[config.mk]
export PLATFORM = sky130hd
export DESIGN_NAME = tt_um_serial_accum_adder_flat
export DESIGN_NICKNAME = d
export VERILOG_FILES = /design/src/rtl/tt_um_serial_accum_adder_if.sv /design/src/rtl/tt_um_serial_accum_adder.sv /design/src/flat_wrapper.sv
export SDC_FILE = /design/constraint.sdc
export NUM_CORES = 1
export LEC_CHECK = 0
export BUFFER_PORTS_ARGS = -buffer_cell sky130_fd_sc_hd__buf_2
export CORE_MARGIN = 2
export CORE_UTILIZATION = 55
export CTS_BUF_LIST = sky130_fd_sc_hd__clkbuf_2
export DETAILED_ROUTE_END_ITERATION = 10
export HOLD_SLACK_MARGIN = 0.05
export PLACE_DENSITY = 0.77
export SKIP_CTS_REPAIR_TIMING = 1
export SYNTH_ARGS = -nofsm -noshare
export SYNTH_HDL_FRONTEND = slang
export SYNTH_SLANG_ARGS = --single-unit
[constraint.sdc]
create_clock -name clk -period 4.05 [get_ports clk]
set_input_delay 0.405 -clock clk [delete_from_list [all_inputs] [get_ports clk]]
set_output_delay 0.405 -clock clk [all_outputs]
set_load 0.02 [all_outputs]
[src/rtl/tt_um_serial_accum_adder_if.sv]
// Operand/result handshake bundle for the digit-serial accumulate adder.
// The producer/consumer side uses the master modport, the adder uses slave.
interface tt_um_serial_accum_adder_if #(
  parameter int WIDTH = 16
) ();

  logic             in_valid;
  logic             in_ready;
  logic [WIDTH-1:0] op_a;
  logic [WIDTH-1:0] op_b;
  logic [1:0]       mode;
  logic             out_valid;
  logic             out_ready;
  logic [WIDTH-1:0] result;
  logic             carry_out;
  logic             overflow;

  modport master (
    output in_valid, op_a, op_b, mode, out_ready,
    input  in_ready, out_valid, result, carry_out, overflow
  );

  modport slave (
    input  in_valid, op_a, op_b, mode, out_ready,
    output in_ready, out_valid, result, carry_out, overflow
  );

endinterface

[src/rtl/tt_um_serial_accum_adder.sv]
// Digit-serial add / subtract / accumulate unit.
// One operation per in_valid/in_ready handshake; DIGIT bits are summed per
// cycle LSB first with a registered carry, the committed result is held
// until out_ready. A running accumulator supports multi-operand sums.
// Optional feature macro: SERIAL_ADDER_SAT_EN (clamp result on signed
// overflow; flags still report the unclamped outcome).
module tt_um_serial_accum_adder #(
  parameter int WIDTH = 16,
  parameter int DIGIT = 4
) (
  input  logic                        clk,
  input  logic                        rst_n,
  tt_um_serial_accum_adder_if.slave   bus
);

  localparam int N     = WIDTH / DIGIT;
  localparam int CNT_W = $clog2(N + 1);

  localparam logic [1:0] MODE_ADD = 2'b00;
  localparam logic [1:0] MODE_SUB = 2'b01;
  localparam logic [1:0] MODE_ACC = 2'b10;
  localparam logic [1:0] MODE_CLR = 2'b11;

  typedef enum logic [1:0] {
    ST_IDLE = 2'd0,
    ST_CALC = 2'd1,
    ST_HOLD = 2'd2
  } state_e;

`ifdef SERIAL_ADDER_SAT_EN
  // Clamp to the most positive / most negative value on signed overflow.
  // On overflow the true sign is the opposite of the wrapped result's msb.
  function automatic logic [WIDTH-1:0] clamp_result(
    input logic [WIDTH-1:0] raw,
    input logic             ovf
  );
    logic [WIDTH-1:0] res;
    if (ovf) begin
      if (raw[WIDTH-1]) begin
        res = {1'b0, {(WIDTH-1){1'b1}}};
      end else begin
        res = {1'b1, {(WIDTH-1){1'b0}}};
      end
    end else begin
      res = raw;
    end
    return res;
  endfunction
`endif

  state_e             state_q,     state_d;
  logic [WIDTH-1:0]   a_q,         a_d;
  logic [WIDTH-1:0]   b_q,         b_d;
  logic [WIDTH-1:0]   sum_q,       sum_d;
  logic               carry_q,     carry_d;
  logic [CNT_W-1:0]   cnt_q,       cnt_d;
  logic               ovf_q,       ovf_d;
  logic               acc_wr_q,    acc_wr_d;
  logic [WIDTH-1:0]   acc_q,       acc_d;
  logic [WIDTH-1:0]   result_q,    result_d;
  logic               carry_out_q, carry_out_d;
  logic               overflow_q,  overflow_d;
  logic               out_valid_q, out_valid_d;
  logic               in_ready_q,  in_ready_d;

  logic [DIGIT-1:0]     dig_a_s;
  logic [DIGIT-1:0]     dig_b_s;
  logic [DIGIT:0]       dig_sum_s;
  logic [WIDTH+DIGIT-1:0] sum_cat_s;
  logic [WIDTH-1:0]     final_s;

  // Current digit adder: low DIGIT bits of the shifting operands plus carry.
  always_comb begin
    dig_a_s   = a_q[DIGIT-1:0];
    dig_b_s   = b_q[DIGIT-1:0];
    dig_sum_s = {1'b0, dig_a_s} + {1'b0, dig_b_s} + {{DIGIT{1'b0}}, carry_q};
    sum_cat_s = {dig_sum_s[DIGIT-1:0], sum_q};
`ifdef SERIAL_ADDER_SAT_EN
    final_s   = clamp_result(sum_q, ovf_q);
`else
    final_s   = sum_q;
`endif
  end

  // Next-state and datapath: accept in IDLE, one digit per CALC cycle, commit, then hold.
  always_comb begin
    state_d     = state_q;
    a_d         = a_q;
    b_d         = b_q;
    sum_d       = sum_q;
    carry_d     = carry_q;
    cnt_d       = cnt_q;
    ovf_d       = ovf_q;
    acc_wr_d    = acc_wr_q;
    acc_d       = acc_q;
    result_d    = result_q;
    carry_out_d = carry_out_q;
    overflow_d  = overflow_q;
    out_valid_d = out_valid_q;
    in_ready_d  = in_ready_q;

    case (state_q)
      ST_IDLE: begin
        if (bus.in_valid) begin
          // CLR forces A to zero so the same adder yields result 0.
          if (bus.mode == MODE_CLR) begin
            a_d = {WIDTH{1'b0}};
          end else begin
            a_d = bus.op_a;
          end
          case (bus.mode)
            MODE_ADD: b_d = bus.op_b;
            MODE_SUB: b_d = ~bus.op_b;
            MODE_ACC: b_d = acc_q;
            MODE_CLR: b_d = {WIDTH{1'b0}};
            default:  b_d = {WIDTH{1'b0}};
          endcase
          carry_d     = (bus.mode == MODE_SUB);
          acc_wr_d    = bus.mode[1];
          sum_d       = {WIDTH{1'b0}};
          ovf_d       = 1'b0;
          cnt_d       = {CNT_W{1'b0}};
          state_d     = ST_CALC;
          in_ready_d  = 1'b0;
        end else begin
          state_d     = ST_IDLE;
          in_ready_d  = 1'b1;
        end
      end

      ST_CALC: begin
        if (cnt_q != CNT_W'(N)) begin
          // Result digits enter at the top and shift down, so after N
          // digits the least significant one sits at bit 0.
          sum_d   = sum_cat_s[WIDTH+DIGIT-1:DIGIT];
          a_d     = a_q >> DIGIT;
          b_d     = b_q >> DIGIT;
          carry_d = dig_sum_s[DIGIT];
          cnt_d   = cnt_q + CNT_W'(1);
          if (cnt_q == CNT_W'(N - 1)) begin
            // Top digit: its msbs are the operand sign bits.
            ovf_d = (dig_a_s[DIGIT-1] == dig_b_s[DIGIT-1]) &&
                    (dig_sum_s[DIGIT-1] != dig_a_s[DIGIT-1]);
          end else begin
            ovf_d = ovf_q;
          end
        end else begin
          // Commit edge: publish the result and enter HOLD.
          result_d    = final_s;
          carry_out_d = carry_q;
          overflow_d  = ovf_q;
          if (acc_wr_q) begin
            acc_d = final_s;
          end else begin
            acc_d = acc_q;
          end
          out_valid_d = 1'b1;
          state_d     = ST_HOLD;
        end
      end

      ST_HOLD: begin
        if (bus.out_ready) begin
          out_valid_d = 1'b0;
          in_ready_d  = 1'b1;
          state_d     = ST_IDLE;
        end else begin
          out_valid_d = 1'b1;
          in_ready_d  = 1'b0;
          state_d     = ST_HOLD;
        end
      end

      default: begin
        out_valid_d = 1'b0;
        in_ready_d  = 1'b1;
        state_d     = ST_IDLE;
      end
    endcase
  end

  // State register with synchronous active-low reset; outputs come straight from flops.
  always_ff @(posedge clk) begin
    if (!rst_n) begin
      state_q     <= ST_IDLE;
      a_q         <= {WIDTH{1'b0}};
      b_q         <= {WIDTH{1'b0}};
      sum_q       <= {WIDTH{1'b0}};
      carry_q     <= 1'b0;
      cnt_q       <= {CNT_W{1'b0}};
      ovf_q       <= 1'b0;
      acc_wr_q    <= 1'b0;
      acc_q       <= {WIDTH{1'b0}};
      result_q    <= {WIDTH{1'b0}};
      carry_out_q <= 1'b0;
      overflow_q  <= 1'b0;
      out_valid_q <= 1'b0;
      in_ready_q  <= 1'b1;
    end else begin
      state_q     <= state_d;
      a_q         <= a_d;
      b_q         <= b_d;
      sum_q       <= sum_d;
      carry_q     <= carry_d;
      cnt_q       <= cnt_d;
      ovf_q       <= ovf_d;
      acc_wr_q    <= acc_wr_d;
      acc_q       <= acc_d;
      result_q    <= result_d;
      carry_out_q <= carry_out_d;
      overflow_q  <= overflow_d;
      out_valid_q <= out_valid_d;
      in_ready_q  <= in_ready_d;
    end
  end

  assign bus.in_ready  = in_ready_q;
  assign bus.out_valid = out_valid_q;
  assign bus.result    = result_q;
  assign bus.carry_out = carry_out_q;
  assign bus.overflow  = overflow_q;

endmodule

[src/flat_wrapper.sv]
// flat-port wrapper written by rule: the top's interface ports become plain ports
module tt_um_serial_accum_adder_flat 
#(
  parameter int WIDTH = 16,
  parameter int DIGIT = 4
)
  (clk, rst_n, bus_in_valid, bus_op_a, bus_op_b, bus_mode, bus_out_ready, bus_in_ready, bus_out_valid, bus_result, bus_carry_out, bus_overflow);
  tt_um_serial_accum_adder_if #(.WIDTH(WIDTH)) bus_i ();
  input  logic clk;
  input  logic rst_n;
  input wire logic [$bits(bus_i.in_valid)-1:0] bus_in_valid;
  input wire logic [$bits(bus_i.op_a)-1:0] bus_op_a;
  input wire logic [$bits(bus_i.op_b)-1:0] bus_op_b;
  input wire logic [$bits(bus_i.mode)-1:0] bus_mode;
  input wire logic [$bits(bus_i.out_ready)-1:0] bus_out_ready;
  output wire logic [$bits(bus_i.in_ready)-1:0] bus_in_ready;
  output wire logic [$bits(bus_i.out_valid)-1:0] bus_out_valid;
  output wire logic [$bits(bus_i.result)-1:0] bus_result;
  output wire logic [$bits(bus_i.carry_out)-1:0] bus_carry_out;
  output wire logic [$bits(bus_i.overflow)-1:0] bus_overflow;
  assign bus_i.in_valid = bus_in_valid;
  assign bus_i.op_a = bus_op_a;
  assign bus_i.op_b = bus_op_b;
  assign bus_i.mode = bus_mode;
  assign bus_i.out_ready = bus_out_ready;
  assign bus_in_ready = bus_i.in_ready;
  assign bus_out_valid = bus_i.out_valid;
  assign bus_result = bus_i.result;
  assign bus_carry_out = bus_i.carry_out;
  assign bus_overflow = bus_i.overflow;
  tt_um_serial_accum_adder #(.WIDTH(WIDTH), .DIGIT(DIGIT)) u_core (.clk(clk), .rst_n(rst_n), .bus(bus_i));
endmodule
==> run_results.csv, run 1 <==
group,metric,value,unit
setup_path,cp.required,4.54,ns
global_route,antenna_found_initial,0,
layout,antenna_cells,0,
global_route,gr-usage-all-layers,0.2232,
floorplan,num_rows,32,
clock_network,numCtsBuffers,9,
synth,synth_seq_cells,92,
pwr,internal_power,1.189,mW
drt,vias,3410,
clock_network,clk_path_buf_depth,2,
global_route,grt_pass1_wl,15100,um
drt,route.detailed.drc,0,
setup_path,cp-end-kind,"flip-flop",
placed_design,post-dp-hpwl,6340,um
timing,fmax,407.1,MHz
global_route,grt_pass1_vias,3154,
job,drv_cap,0,
clock_network,cts_max_level,3,
synth,synth_cells,476,
layout,synthToLayoutAreaGrowth,7.805,%
synth,synth_edf_count,0,
timing,slew_headroom,0.4809,
setup_path,r2r_setup_slack,1.59,ns
clock_network,cts_root_buf,"clkbuf_2",
clock_network,clkLatencyLatePin,0.55,ns
drt,routed_wl,9101,um
clock_network,cts_tree,"yes",
synth,synthArstFlopShare,0,
worst_hold_path,hold_path.class,"in2reg",
setup_path,start_kind,"flip-flop",
timing,worst_clock_skew,0.02747,ns
global_route,grt_max_degree,55,
pwr,p_comb_frac,0.147,
clock_network,cts.clk_slew.worst_paths,0.27,ns
timing,slew_viol_final,0,
floorplan,pin_count,58,
placed_design,port_buffers,57,
setup_path,reg2reg_from,"u_core.state_q[1]$_SDFFE_PN0N_",
synth,yosys_most_used_dff,"dfxtp_1",
timing,final_hold_viol_count,0,
synth,synth_seq_area_share,0.4303,
drt,via_per_inst,5.536,
drt,drt_iter0_drc,223,
setup_path,reg2regPathDepth,7,
synth,synth.distinct_cells,42,
layout,drive_gt1_frac,0.1576,
placed_design,place.gp.congestion,0.8689,
drt,drtAntennaViolNets,0,
pwr,p_clk_frac,0.279,
floorplan,die_area,8505,um2
synth,synth_nets,525,
timing,rsz0062_at_grt,"false",
floorplan,coreArea,7647,um2
floorplan,die_w,92.22,um
setup_path,crit_type,"reg2reg",
pwr,sw_frac_of_total,0.2919,
timing,whs,0.06529,ns
pwr,leakagePower,1.743,nW
floorplan,die_h,92.22,um
pwr,power_density,363.9,nW/um2
setup_path,timing.rr.end,"u_core.acc_q[6]$_SDFFE_PN0P_",
timing,setup_viol,0,
pwr,seqPwrFrac,0.573,
setup_path,arrival,2.94,ns
setup_path,cp_max_fo,25,
synth,synth.area.top_cells,"dfxtp_1 43%, nand2_1 9.5%, a21boi_1 6.8%",
timing,tightest_slew,0.7771,ns
layout,fillers,728,
synth,synth_area,4280,um2
run_status,status,"completed",
layout,final_common_cell,"nand2_1",
drt,firstDrtPassIters,5,
synth,yosysTopAreaCellShare,0.4303,
synth,avgSynthCellArea,8.992,um2
pwr,ir_worst_vdd,0.2328,mV
timing,finalCritPeriodShare,0.6065,
clock_network,clock-sinks,92,
synth,synth_top_cell_by_area,"dfxtp_1",
setup_path,crit_end,"u_core.acc_q[6]$_SDFFE_PN0P_",
layout,most-common-layout-cells,"108 x nand2_1, 92 x dfxtp_1, 57 x buf_2",
floorplan,start_util,0.5597,
drt,routedWlPerCell,14.77,um
timing,fin_setup_tns,0,ns
global_route,overflow,0,
timing,min_period,2.456,ns
synth,synth_warnings,0,
layout,nets,558,
setup_path,startpoint,"u_core.state_q[1]$_SDFFE_PN0N_",
pwr,netSwitchingPower,0.4903,mW
## synthesized netlist by cell type (2+ instances only)
cell type,instances
and2_1,4
buf_6,3
ha_1,9
a21boi_1,39
a21oi_1,3
buf_2,12
fa_1,2
nand2_1,108
buf_4,12
a21boi_0,26
o221ai_1,4
a22oi_1,33
o211ai_1,9
xor2_1,15
nand2b_1,4
a22o_1,4
nand3_1,10
dfxtp_1,92
and3_1,2
a221o_1,7
o21ai_0,6
mux2i_1,2
xnor2_1,4
nor2b_1,26
inv_1,11
a21o_1,2
clkbuf_1,12
## critical path: stages (launching register included)
cell,delay [ns]
dfxtp_1,0.39
inv_1,0.08
ha_1,0.14
buf_4,0.27
and3_1,0.70
and2_1,0.57
nand2_1,0.10
a21boi_0,0.17
## power by group through the flow
stage	registers (mW)	logic, mW	clock network [mW]
after global placement	0.978	0.241	0
after global routing	0.967	0.275	0.516
after detailed placement	0.979	0.247	0
after CTS	0.962	0.248	0.479
final	0.962	0.248	0.469
after floorplan	0.974	0.200	0
## layer usage
metal  track usage  vias to the layer above  wire length (um)
met4       0.07214                        0               148
met2        0.3695                       65              4491
met5             0                        -                 0
met3       0.04191                       14               400
li1              -                     1704                 -
met1        0.2948                     1627              4061
## area by class of cell
| type | count | area (um2) | area share |
|---|---|---|---|
| inverters | 11 | 41.29 | 0.008948 |
| multi-input cells | 334 | 2168 | 0.4699 |
| clock buffers | 9 | 45.04 | 0.009761 |
| clock inverters | 7 | 72.57 | 0.01573 |
| repair buffers | 61 | 317.8 | 0.06887 |
| well taps | 102 | 127.6 | 0.02766 |
| flip-flops and latches | 92 | 1842 | 0.3991 |
## per-stage QoR
stage	power (mW)	cell area, um2	worst slack, ns	util	cells
2_1_floorplan	1.174	4280	2.284	-	476
3_3_place_gp	1.219	4487	1.717	0.5867	599
3_5_place_dp	1.226	4487	1.612	0.5867	599
4_1_cts	1.689	4604	1.580	0.6021	615
5_1_grt	1.758	4614	1.271	0.6034	616
6_report	1.679	4614	1.594	0.6034	616
## registers in the layout, summed over array words and instances (netlist names)
signal and flops:
u_core.acc_wr_q 1, u_core.cnt_q 3, u_core.b_q 16, u_core.bus.in_ready 1, u_core.state_q 2, u_core.acc_q 16, u_core.bus.carry_out 1, u_core.ovf_q 1
u_core.bus.overflow 1, u_core.bus.out_valid 1, u_core.a_q 16, u_core.final_s 16, u_core.bus.result 16, u_core.carry_q 1
## how the worst min path moves through the flow
| stage | from | end | slack (ns) | cells past startpoint |
|---|---|---|---|---|
| after global routing | bus_op_a[15] | u_core.a_q[15]$_SDFFE_PN0P_ | 0.05 | 3 |
| after detailed placement | u_core.a_q[9]$_SDFFE_PN0P_ | u_core.a_q[9]$_SDFFE_PN0P_ | 0.44 | 2 |
| final | bus_op_a[15] | u_core.a_q[15]$_SDFFE_PN0P_ | 0.07 | 3 |
| after global placement | u_core.a_q[8]$_SDFFE_PN0P_ | u_core.a_q[8]$_SDFFE_PN0P_ | 0.44 | 2 |
| after CTS | bus_op_a[14] | u_core.a_q[14]$_SDFFE_PN0P_ | 0.05 | 3 |
| after floorplan | u_core.b_q[11]$_SDFFE_PN0P_ | u_core.b_q[11]$_SDFFE_PN0P_ | 0.43 | 2 |
## cell families after synthesis
group	after synthesis	synth area share
xor+xnor	19	0.03888
simple gates	161	0.1713
flops	92	0.4303
buf+inv	50	0.06314
fa+ha+maj	11	0.03566
mux	3	0.009938
compound gates	140	0.2508
(Power assumes the default switching activity.)
==> run 2, diff against run 1 <==
- clock period: 4.05 -> 2.5 ns (I/O delays scaled with it)
==> run 2 against run 1 <==
Power rose by 60%. Via count rose by 1.3%. Critical path depth did not move. Hold slack got worse by 0.040 ns. Clock skew rose by 0.013 ns. Routed wire length rose by 2.0%. Maximum frequency rose by 12%. Clock power rose by 48%. Global-route usage fell by 0.19 points. Combinational power rose by 74%. Sequential cell count did not move.
==> run_results.csv, run 2 (synthesized netlist as in run 1, its figures left out) <==
group,metric,value,unit
run_status,status,"completed",
pwr,ir_worst_vdd,0.3054,mV
setup_path,slowest_stage,"and3_1",
setup_path,r2r_setup_slack,0.32,ns
layout,finalNonFillerCells,639,
setup_path,reg2reg_from,"u_core.state_q[1]$_SDFFE_PN0N_",
drt,vias,3456,
pwr,power_density,558.3,nW/um2
timing,worst_clock_skew,0.04040,ns
timing,rsz0062_at_grt,"false",
drt,dr_wl_met3,388,um
clock_network,clock-sinks,92,
clock_network,numCtsBuffers,9,
timing,min_period,2.185,ns
setup_path,critPathTopFamily,"compound AO/OA/AOI/OAI gates",
global_route,grt_max_degree,52,
drt,top_layer,"met4",
clock_network,cts_root_buf,"clkbuf_2",
pwr,power.total,2.685,mW
layout,drive_gt1_frac,0.1676,
timing,slew_viol_final,0,
floorplan,die_area,8505,um2
clock_network,cts_max_level,3,
timing,finalWorstSetupSlack,0.3151,ns
timing,slew_headroom,0.5004,
setup_path,reg2regPathDepth,7,
drt,route.detailed.drc,0,
worst_hold_path,worstHoldStart,"bus_op_a[3]",
setup_path,arrival,2.67,ns
job,drv_cap,0,
timing,tightest_slew,0.7495,ns
worst_hold_path,hold-path-endpoint,"u_core.a_q[3]$_SDFFE_PN0P_",
global_route,gr-usage-all-layers,0.2213,
global_route,overflow,0,
layout,fillers,653,
worst_hold_path,whs_path_depth,3,
global_route,grt_pass1_vias,3112,
floorplan,num_rows,32,
setup_path,start_kind,"flip-flop",
setup_path,timing.rr.end,"u_core.a_q[3]$_SDFFE_PN0P_",
timing,final_hold_viol_count,0,
pwr,leakagePower,1.831,nW
clock_network,cts_tree,"yes",
placed_design,port_buffers,57,
placed_design,place.gp.congestion,0.8647,
global_route,antenna_found_initial,0,
floorplan,die_h,92.22,um
floorplan,pin_count,58,
drt,routed_wl,9287,um
floorplan,coreArea,7647,um2
layout,synthToLayoutAreaGrowth,12.34,%
timing,fin_setup_tns,0,ns
clock_network,clk_path_buf_depth,2,
layout,fin_util,0.6288,
drt,wl_met2,4477,um
timing,finalCritPeriodShare,0.8740,
setup_path,cp-end-kind,"flip-flop",
drt,wl_met1,4340,um
setup_path,max_stage_delay,0.48,ns
setup_path,critical_path_buf_inv_count,2,
placed_design,post-dp-hpwl,6351,um
drt,drtAntennaViolNets,0,
placed_design,pre_cts_ws,0.4007,ns
layout,antenna_cells,0,
setup_path,crit_type,"reg2reg",
worst_hold_path,hold_path.class,"in2reg",
floorplan,die_w,92.22,um
layout,nets,581,
setup_path,crit_path_cell_trace,"inv_1 > ha_1 > buf_4 > a21oi_2 > and3_1 > a22oi_1 > a21boi_1",
floorplan,start_util,0.5597,
timing,fmax,457.7,MHz
setup_path,cp.required,2.98,ns
drt,routedWlPerCell,14.53,um
setup_path,cp_max_fo,19,
placed_design,dpl.cell_count,607,
layout,final_common_cell,"nand2_1",
layout,most-common-layout-cells,"108 x nand2_1, 92 x dfxtp_1, 57 x buf_2",
drt,via_per_inst,5.408,
drt,drt_iter0_drc,216,
clock_network,cts.clk_slew.worst_paths,0.26,ns
drt,firstDrtPassIters,4,
global_route,grt_pass1_wl,15060,um
clock_network,clkLatencyLatePin,0.57,ns
timing,setup_viol,0,
run 2: cell count changes in the layout (fill, tap and decap cells not counted), sizes merged:
| cell | before | now |
|---|---|---|
| dlygate4sd3 | 1 | 16 |
| buf | 60 | 68 |
| clkinv | 3 | 1 |
| clkinvlp | 0 | 2 |
| bufinv | 1 | 0 |
| inv | 14 | 15 |
run 2: worst reg2reg max path, cell delays in order, from the launching register on:
cell and delay [ns]:
dfxtp_1 0.45, inv_1 0.08, ha_1 0.30, buf_4 0.25, a21oi_2 0.26, and3_1 0.48
a22oi_1 0.14, a21boi_1 0.17
run 2: cell type report:
cell class | count | area, um2 | area share
Clock buffer | 9 | 45.04 | 0.009368
Clock inverter | 7 | 56.30 | 0.01171
Inverter | 11 | 41.29 | 0.008587
Multi-Input combinational cell | 334 | 2168 | 0.4510
Sequential cell | 92 | 1842 | 0.3830
Tap cell | 102 | 127.6 | 0.02654
Timing Repair Buffer | 84 | 528.0 | 0.1098
run 2: worst max-delay path by stage:
stage | cells after the start | startpoint | to | slack, ns
6_report | 7 | u_core.state_q[1]$_SDFFE_PN0N_ | u_core.a_q[3]$_SDFFE_PN0P_ | 0.32
5_1_grt | 7 | u_core.state_q[1]$_SDFFE_PN0N_ | u_core.a_q[3]$_SDFFE_PN0P_ | 0.08
4_1_cts | 7 | u_core.state_q[1]$_SDFFE_PN0N_ | u_core.a_q[5]$_SDFFE_PN0P_ | 0.35
3_5_place_dp | 7 | u_core.state_q[1]$_SDFFE_PN0N_ | u_core.a_q[11]$_SDFFE_PN0P_ | 0.40
3_3_place_gp | 7 | u_core.state_q[1]$_SDFFE_PN0N_ | u_core.a_q[5]$_SDFFE_PN0P_ | 0.45
2_1_floorplan | 6 | u_core.carry_q$_SDFFE_PN0P_ | u_core.carry_q$_SDFFE_PN0P_ | 0.73
run 2: power by group:
group	switching (mW)	total (mW)	internal (mW)
registers	0.0360	1.56	1.52
clock network	0.548	0.694	0.146
logic	0.239	0.432	0.193
total	0.823	2.68	1.86
run 2: through the flow:
stage / area (um2) / hold WS [ns]
after floorplan: 4280 / 0.4006
after CTS: 4648 / -0.1139
after global placement: 4547 / 0.4374
final: 4808 / 0.02512
after detailed placement: 4547 / 0.4439
after global routing: 4808 / 0.05382
run 2: layer usage:
metal | global-route usage | vias to the layer above
met5 | 0 | -
met4 | 0.06468 | 0
met3 | 0.03533 | 9
met2 | 0.3591 | 67
met1 | 0.3053 | 1637
li1 | - | 1743
